<file path="src/rtl/twiddle_feeder.sv">
// Twiddle feeder for one radix-2 DIT stage of an 8-point FFT.
// Loads a frame of 8 complex samples into a local buffer, then issues the four
// butterfly operand pairs (a, b, W) for the configured stage in order p=0..3.
module twiddle_feeder #(
  parameter int STAGE       = 0,
  parameter bit BIT_REVERSE = 1'b1
) (
  input  logic        clk,
  input  logic        reset,
  input  logic [63:0] inSample,
  input  logic        in_valid,
  output logic        in_ready,
  output logic [63:0] outTop,
  output logic [63:0] outBottom,
  output logic [63:0] outTwiddle,
  output logic [1:0]  outPair,
  output logic        out_valid,
  input  logic        out_ready,
  output logic        out_last
);

  localparam logic [0:0] LOAD  = 1'b0;
  localparam logic [0:0] ISSUE = 1'b1;

  localparam int SPAN    = 1 << STAGE;
  localparam int TW_STEP = 4 >> STAGE;

  // Buffer address of the upper butterfly operand for pair p.
  function automatic logic [2:0] top_addr(input logic [1:0] p);
    int t;
    t = ((int'(p) >> STAGE) * 2 * SPAN) + (int'(p) & (SPAN - 1));
    return 3'(t);
  endfunction

  // Twiddle exponent k for pair p.
  function automatic logic [1:0] tw_index(input logic [1:0] p);
    int k;
    k = (int'(p) & (SPAN - 1)) * TW_STEP;
    return 2'(k);
  endfunction

  // W8^k as {re, im} single-precision words.
  function automatic logic [63:0] twiddle_rom(input logic [1:0] k);
    logic [63:0] w;
    case (k)
      2'd0:    w = 64'h3F800000_00000000;
      2'd1:    w = 64'h3F3504F3_BF3504F3;
      2'd2:    w = 64'h00000000_BF800000;
      default: w = 64'hBF3504F3_BF3504F3;
    endcase
    return w;
  endfunction

  function automatic logic [2:0] write_addr(input logic [2:0] n);
    return BIT_REVERSE ? {n[0], n[1], n[2]} : n;
  endfunction

  logic [0:0]  state_q, state_d;
  logic [2:0]  n_q, n_d;
  logic [1:0]  p_q, p_d;
  logic [63:0] buf_q [8];
  logic [63:0] buf_d [8];
  logic        in_ready_q, in_ready_d;
  logic        out_valid_q, out_valid_d;
  logic        out_last_q, out_last_d;
  logic [1:0]  out_pair_q, out_pair_d;
  logic [63:0] out_top_q, out_top_d;
  logic [63:0] out_bottom_q, out_bottom_d;
  logic [63:0] out_twiddle_q, out_twiddle_d;
  logic        load_pair;
  logic [1:0]  load_p;

  // Next-state logic: sample capture in LOAD, pair issue with back-pressure in ISSUE.
  // Pair 0 is read from buf_d so the eighth sample is visible the same cycle it lands.
  always_comb begin
    state_d       = state_q;
    n_d           = n_q;
    p_d           = p_q;
    buf_d         = buf_q;
    in_ready_d    = in_ready_q;
    out_valid_d   = out_valid_q;
    out_last_d    = out_last_q;
    out_pair_d    = out_pair_q;
    out_top_d     = out_top_q;
    out_bottom_d  = out_bottom_q;
    out_twiddle_d = out_twiddle_q;
    load_pair     = 1'b0;
    load_p        = 2'd0;

    if (state_q == LOAD) begin
      if (in_valid) begin
        buf_d[write_addr(n_q)] = inSample;
        n_d = n_q + 3'd1;
        if (n_q == 3'd7) begin
          state_d     = ISSUE;
          in_ready_d  = 1'b0;
          out_valid_d = 1'b1;
          p_d         = 2'd0;
          load_pair   = 1'b1;
          load_p      = 2'd0;
        end
      end
    end else if (out_valid_q && out_ready) begin
      if (p_q == 2'd3) begin
        state_d     = LOAD;
        in_ready_d  = 1'b1;
        out_valid_d = 1'b0;
        out_last_d  = 1'b0;
        p_d         = 2'd0;
      end else begin
        p_d       = p_q + 2'd1;
        load_pair = 1'b1;
        load_p    = p_q + 2'd1;
      end
    end

    if (load_pair) begin
      out_pair_d    = load_p;
      out_last_d    = (load_p == 2'd3);
      out_top_d     = buf_d[top_addr(load_p)];
      out_bottom_d  = buf_d[top_addr(load_p) + 3'(SPAN)];
      out_twiddle_d = twiddle_rom(tw_index(load_p));
    end
  end

  // Control and output registers with synchronous reset.
  always_ff @(posedge clk) begin
    if (reset) begin
      state_q       <= LOAD;
      n_q           <= 3'd0;
      p_q           <= 2'd0;
      in_ready_q    <= 1'b1;
      out_valid_q   <= 1'b0;
      out_last_q    <= 1'b0;
      out_pair_q    <= 2'd0;
      out_top_q     <= 64'd0;
      out_bottom_q  <= 64'd0;
      out_twiddle_q <= 64'd0;
    end else begin
      state_q       <= state_d;
      n_q           <= n_d;
      p_q           <= p_d;
      in_ready_q    <= in_ready_d;
      out_valid_q   <= out_valid_d;
      out_last_q    <= out_last_d;
      out_pair_q    <= out_pair_d;
      out_top_q     <= out_top_d;
      out_bottom_q  <= out_bottom_d;
      out_twiddle_q <= out_twiddle_d;
    end
  end

  // Sample buffer; contents survive reset and are simply overwritten by the next frame.
  always_ff @(posedge clk) begin
    buf_q <= buf_d;
  end

  assign in_ready   = in_ready_q;
  assign out_valid  = out_valid_q;
  assign out_last   = out_last_q;
  assign outPair    = out_pair_q;
  assign outTop     = out_top_q;
  assign outBottom  = out_bottom_q;
  assign outTwiddle = out_twiddle_q;

endmodule

</file>
<file path="config.mk">
export PLATFORM = sky130hd
export DESIGN_NAME = twiddle_feeder
export DESIGN_NICKNAME = d
export VERILOG_FILES = /design/src/rtl/twiddle_feeder.sv
export SDC_FILE = /design/constraint.sdc
export NUM_CORES = 1
export LEC_CHECK = 0
export CAP_MARGIN = 10
export CORE_MARGIN = 2
export CORE_UTILIZATION = 57
export CTS_CLUSTER_DIAMETER = 40
export DETAILED_ROUTE_END_ITERATION = 6
export PLACE_DENSITY = 0.85
export SLEW_MARGIN = 0
export SYNTH_ARGS = -nofsm -noshare
export SYNTH_HDL_FRONTEND = slang
export SYNTH_SLANG_ARGS = --single-unit
</file>
<file path="constraint.sdc">
create_clock -name clk -period 2.6 [get_ports clk]
set_input_delay 0.52 -clock clk [delete_from_list [all_inputs] [get_ports clk]]
set_output_delay 0.52 -clock clk [all_outputs]
set_load 0.02 [all_outputs]
</file>
==> impl_results.md, run 1 <==
* Final setup vio count at 0
* Initial antenna violation count at 1
* Starting Density at 0.5754
* Fmax at 418.8 MHz
* Root buffer cell: clkbuf_16
* Vias per Instance at 6.481
* Flop pwr share at 0.459
* Status: finished clean
* Cell area after synthesis at 0.02668 mm2
* Final cycle utilization of the critical path at 0.9184
* 1st-pass router iterations at 5
* Routed WL per cell at 23.13 um
* Post-Route WL at 75.06 mm
* Yosys warns at 0
* Clk pin slew, worst setup/hold paths at 0.06 ns
* Number of synthesized flops with an enable pin at 0
* Hpwl dp at approximately 44 mm
* Post-CTS Setup Repair Bufs at 0
* Final setup margin at 0.2121 ns
* Drt initial violations at 2027
* Hold WS at 0.3657 ns
* Htree depth at 3
* Synth top area share at 0.4893
* Antenna-violating nets left at 0
* Layout area overhead at 21.32%
* Critical path endpoint: outTop[57]$_SDFFE_PP0P_
* Port bufs at 207
* Synth Flop Type: dfxtp_1
* Most instantiated library cell after synthesis: dfxtp_1
* Crit-path cells: nand4_1 > buf_12 > nand2_2 > buf_12 > o21ai_0 > a221oi_1
* Worst reg2reg path depth at 6
* Switching Share at 0.2583
* Avg Inst Size Synth at 10.73 um2
* Clock power frac at 0.409
* Aggregate global routing overflow at 0
* Distinct cell type count of the synthesized netlist at 43
* Data arrival, critical path at 2.89 ns
* Critical Path Slowest Stage Cell: dfxtp_1
* GRT Util Overall at 0.3056
* Critical Path Start: state_q$_SDFF_PP0_
* Period minus WS final at 2.388 ns
* Worst path most repeated cell: buf_12
* Crit. End Element: flop
* Share of cells above drive strength 1 at 0.2663
* PnR Total Power at ~30 mW
* Power Internal at 22.03 mW
* Die outline area at 0.04855 mm2
* VDD IR-drop max at ~0.00086 V
* Final Hold Fails at 0
* Vias in the first global route at 21.46k
* Yosys top cell by area: dfxtp_1
* Largest net degree at the start of global routing at 72
* Worst min-delay path category: in -> reg
* FP Rows at 79
* Net Switching at 7.671 mW
* Commonest cells in the netlist: 652 x dfxtp_1, 448 x mux2_2, 201 x nand2_1, 190 x clkbuf_1, 95 x nor2_1
* Routed via count at 21.03k
* Synth Instances at 2487
* Post-synth ARST share at 0
* Setup Slack @ Placement at roughly 0.014 ns
* Worst-Margin Slew at between 0.6 and 0.7 ns
* Fillers at ~3.0k
* First-pass GRT wire length at around 120 mm
* RSZ-0062 raised after global routing: no
* Fin. max-slew vios at 0
* # clock sinks at between 600 and 700
* CTS tree: built
* Slowest cell delay on critical path at 0.70 ns
* R2r startpoint: state_q$_SDFF_PP0_
* Gp weighted congestion at around 0.8
* #FFs+latches synth at 652
* Critical Path RT at 3.10 ns
* Remaining routing DRC violations at 0
* Num ports at 265
* R2r setup slk at 0.21 ns
* Core box area at 0.04636 mm2
* Slew margin rel. at 0.5913
* Num CTS Buffers at 83
* Pwr dens at 917.7 mW/mm2
* Setup crit start kind: flop
* CTS resizes at 0
* Max cap viols at 0
* Ranking of synthesized cells by area: dfxtp_1 49%, mux2_2 19%, o32a_1 3.1%
* Seq/Total Area, Yosys at 0.4893
* TNS Setup at 0 ns
* Worst-path maximum fanout at 29
* Clock buffer depth at 3
* Die span in x at ~220 um
* Setup CP Type: reg -> reg
* Reg2reg end: outTop[57]$_SDFFE_PP0P_
* Worst Clk Skew at ~0.043 ns
* Comb pwr share at 0.132
* Final core utilization at 0.6981
* Die height at 220.3 um
* Pleak at 12.35 nW
* Worst skew pair latency at 0.66 ns
* Hold_buf cts at 0
* Final #Nets at between 2k and 3k
## routing by layer
metal  part of all wire  track usage  routed length [um]  vias to the layer above
met5                  0            0                   0                        -
met4              0.037       0.1479                2773                        0
met3              0.087      0.07079                6566                      237
met2               0.49       0.5104               36450                     1049
met1               0.39       0.3717               29270                    10370
li1                   -            -                   -                     9373
## how the worst min path moves through the flow
stage                        from                  end  slack (ns)  depth (start not counted)
3_5_place_dp   buf_q[187]$_DFF_P_   buf_q[187]$_DFF_P_        0.43                          2
6_report                    reset  n_q[0]$_SDFFE_PP0P_        0.37                          2
4_1_cts                     reset  n_q[0]$_SDFFE_PP0P_        0.34                          2
2_1_floorplan  buf_q[128]$_DFF_P_   buf_q[128]$_DFF_P_        0.42                          2
3_3_place_gp   buf_q[129]$_DFF_P_   buf_q[129]$_DFF_P_        0.43                          2
5_1_grt                     reset  n_q[1]$_SDFFE_PP0P_        0.36                          2
## through the flow
step / std cells / cell area, um2
6_report: 3245 / 32360
5_1_grt: 3244 / 32360
4_1_cts: 3243 / 32360
3_5_place_dp: 3090 / 29370
3_3_place_gp: 3090 / 29370
2_1_floorplan: 2543 / 26890
## state kept, by name, summed over array words and instances, names as in the netlist
register,count
in_ready,1
n_q,3
p_q,2
state_q,1
outTop,64
outPair,2
outTwiddle,1
out_last,1
buf_q,512
out_valid,1
outBottom,64
## critical path, delay by kind of cell, from the launching register on
family,cells,cell delay [ns]
flip-flops,1,0.70
buffers and inverters,2,0.50
AND/OR/NAND/NOR,2,0.49
AO/OA/AOI/OAI,2,0.55
## cell type report
cell class	count	area, um2	share of cell area
Sequential cell	652	13050	0.4033
Multi-Input combinational cell	1530	12230	0.3779
Timing Repair Buffer	296	3313	0.1024
Clock buffer	96	2186	0.06754
Clock inverter	57	799.5	0.02470
Tap cell	607	759.5	0.02347
Inverter	5	18.77	0.0005799
Antenna cell	2	5.005	0.0001546
## cells by family (layout without fill, tap and decap cells)
family | Yosys count | count (layout) | share of synthesized area
xor gates and xnor gates | 1 | 1 | 0.0003284
muxes | 448 | 448 | 0.1891
DFF | 652 | 652 | 0.4893
other | 1 | 59 | 0.0001406
adders and majority gates | 8 | 8 | 0.003752
AOI/OAI and AO/OA | 611 | 611 | 0.1858
and+or+nand+nor | 405 | 405 | 0.06759
buffers and inverters | 361 | 454 | 0.06393
## power by group through the flow
stage	registers [mW]	logic [mW]	clock network, mW
2_1_floorplan	13.4	3.12	0
3_3_place_gp	13.5	3.58	0
3_5_place_dp	13.8	3.82	0
4_1_cts	13.6	3.92	12.2
5_1_grt	13.9	4.27	12.7
6_report	13.6	3.93	12.2
## layout by cell type, fill, tap and decap left out, types with 8 or more instances in the layout
cell type	netlist	layout
a221oi_1	43	43
a311oi_1	83	83
buf_12	0	46
buf_4	64	44
bufinv_16	0	10
clkbuf_16	0	83
clkdlybuf4s50_1	0	206
clkinv_2	0	9
conb_1	1	57
dfxtp_1	652	652
ha_1	8	8
inv_6	0	17
mux2_2	448	448
nand2_1	201	197
nor2_1	95	93
o211ai_1	84	84
o21ai_0	86	86
o21bai_1	45	45
o22a_1	86	86
o311ai_0	83	83
o32a_1	83	83
or3_1	86	85
Note: power is estimated with default switching activity, not from simulation.
==> run 2: changes to the inputs <==
Settings changed: MAX_ROUTING_LAYER set to met4.
==> run 2 against run 1 <==
Global-route usage increased by 0.96 points. Worst setup slack better by 0.020 ns. Final area hardly changed. Highest routed layer unchanged. Sequential cell count unchanged. Largest power group unchanged. Via count is 0.11% higher. Clock skew hardly changed. Non-clock buffer count unchanged. Final cell count hardly changed. Routed wire length increased by 0.11%. Combinational power about the same. Clock-buffer cell count is the same. Critical endpoint unchanged.
==> impl_results.md, run 2 (synthesized netlist as in run 1, its figures left out) <==
* Data arrival, critical path at 2.87 ns (was 2.89 ns)
* Antenna-violating nets left at 0 (unchanged)
* Starting Density at 0.5754 (unchanged)
* Die height at 220.3 um (unchanged)
* Post-Route WL at 75.14 mm (was 75.06 mm)
* Worst-path maximum fanout at 29 (unchanged)
* Largest register FFs at 512 (unchanged)
* Worst-Margin Slew at 0.5997 ns (was 0.6131 ns)
* R2r startpoint: state_q$_SDFF_PP0_ (unchanged)
* Crit. End Element: flop (unchanged)
* Final setup margin at 0.2319 ns (was 0.2121 ns)
* CTS tree: built (unchanged)
* Routed WL per cell at 23.14 um (was 23.13 um)
* Hold Path Depth at 2 (unchanged)
* Fin. max-slew vios at 0 (unchanged)
* Worst min-delay path category: in -> reg (unchanged)
* Fin cells at 3247 (was 3245)
* Worst Clk Skew at 0.04254 ns (was 0.04296 ns)
* Gp weighted congestion at 0.8109 (was 0.7994)
* Setup crit start kind: flop (unchanged)
* TNS Setup at 0 ns (unchanged)
* RSZ-0062 raised after global routing: no (unchanged)
* Core box area at 0.04636 mm2 (unchanged)
* Pwr dens at 917.7 mW/mm2 (about the same)
* Die span in x at 220.3 um (unchanged)
* Final core utilization at 0.6982 (was 0.6981)
* Critical Path Start: state_q$_SDFF_PP0_ (unchanged)
* Most frequent cells in the layout: 652 x dfxtp_1, 448 x mux2_2, 206 x clkdlybuf4s50_1, 197 x nand2_1, 93 x nor2_1 (unchanged)
* Status: finished clean (unchanged)
* Hold WS at 0.3580 ns (was 0.3657 ns)
* Worst skew pair latency at 0.66 ns (about the same)
* Worst reg2reg path depth at 6 (unchanged)
* Vias in the first global route at 21.44k (was 21.46k)
* Setup CP Type: reg -> reg (unchanged)
* Num CTS Buffers at 83 (unchanged)
* Post-CTS Setup Repair Bufs at 0 (unchanged)
* Hpwl dp at 43.76 mm (unchanged)
* Layout area overhead at 21.34% (was 21.32%)
* Final Hold Fails at 0 (unchanged)
* Final setup vio count at 0 (unchanged)
* PnR Total Power at 29.70 mW (about the same)
* Final #Nets at 2644 (unchanged)
* Remaining routing DRC violations at 0 (unchanged)
* Setup Slack @ Placement at 0.01408 ns (unchanged)
* Pleak at 12.35 nW (unchanged)
* Hold Startpoint: reset (unchanged)
* Met3 usage at 0.06488 (was 0.07079)
* Final instance area at 0.03237 mm2 (was 0.03236 mm2)
* Root buffer cell: clkbuf_16 (unchanged)
* Clock buffer depth at 3 (unchanged)
* Max cap viols at 0 (unchanged)
* Met1 usage at 0.3742 (was 0.3717)
* CTS resizes at 0 (unchanged)
* Final cycle utilization of the critical path at 0.9108 (was 0.9184)
* First-pass GRT wire length at 117.9 mm (was 117.8 mm)
* Fmax at 422.3 MHz (was 418.8 MHz)
* Initial antenna violation count at 2 (was 1)
* Placed insts at 3090 (unchanged)
* Largest Register: buf_q (unchanged)
* Port bufs at 207 (unchanged)
* Aggregate global routing overflow at 0 (unchanged)
* 1st-pass router iterations at 5 (unchanged)
* Largest net degree at the start of global routing at 72 (unchanged)
* Htree depth at 3 (unchanged)
* Num ports at 265 (unchanged)
* Share of cells above drive strength 1 at 0.2663 (unchanged)
* Clk pin slew, worst setup/hold paths at 0.06 ns (about the same)
* FP Rows at 79 (unchanged)
* Period minus WS final at 2.368 ns (was 2.388 ns)
* Drt initial violations at 2002 (was 2027)
* Critical Path RT at 3.11 ns (was 3.10 ns)
* Global routing's busiest layer: met2 (unchanged)
* Slew margin rel. at 0.6002 (was 0.5913)
* Vias per Instance at 6.484 (was 6.481)
* Routed via count at 21.05k (was 21.03k)
* VDD IR-drop max at 0.0008567 V (was 0.0008571 V)
* Dpl cell area at 0.02937 mm2 (unchanged)
* Commonest non-fill, non-tap cell in the layout: dfxtp_1 (unchanged)
* M2 GR Usage at 0.5110 (was 0.5104)
* GRT Util Overall at 0.3151 (was 0.3056)
* Die outline area at 0.04855 mm2 (unchanged)
* Hold_buf cts at 0 (unchanged)
* # clock sinks at 652 (unchanged)
[run 2: metal layers]
metal / vias to the layer above / part of all wire / wire (um)
li1: 9377 / - / -
met1: 10430 / 0.40 / 29710
met2: 1015 / 0.48 / 36310
met3: 235 / 0.083 / 6218
met4: 0 / 0.039 / 2910
met5: - / 0 / 0
[run 2: cell type report]
cell class	count	area (um2)
clock buffers	96	2186
fillers	3014	13990
inverters	5	18.77
multi-input cells	1530	12230
diodes	4	10.01
repair buffers	296	3313
clock inverters	57	799.5
flip-flops and latches	652	13050
well taps	607	759.5
[run 2: path summary, 6_finish.rpt]
kind              slack [ns]                 endpoint
setup / recovery        0.23  outTop[57]$_SDFFE_PP0P_
hold / removal          0.36      n_q[0]$_SDFFE_PP0P_
setup reg to reg        0.23  outTop[57]$_SDFFE_PP0P_
hold reg to reg         0.44       buf_q[186]$_DFF_P_
[run 2: where the power goes]
part           internal, mW  switching, mW
clock                  7.26           4.89
sequential             12.5           1.17
combinational          2.31           1.62
total                  22.0           7.67
[run 2: worst max-delay path, stage by stage, from the launching register on]
cell	delay [ns]
dfxtp_1	0.69
nand4_1	0.36
buf_12	0.27
nand2_2	0.12
buf_12	0.23
o21ai_0	0.14
a221oi_1	0.40
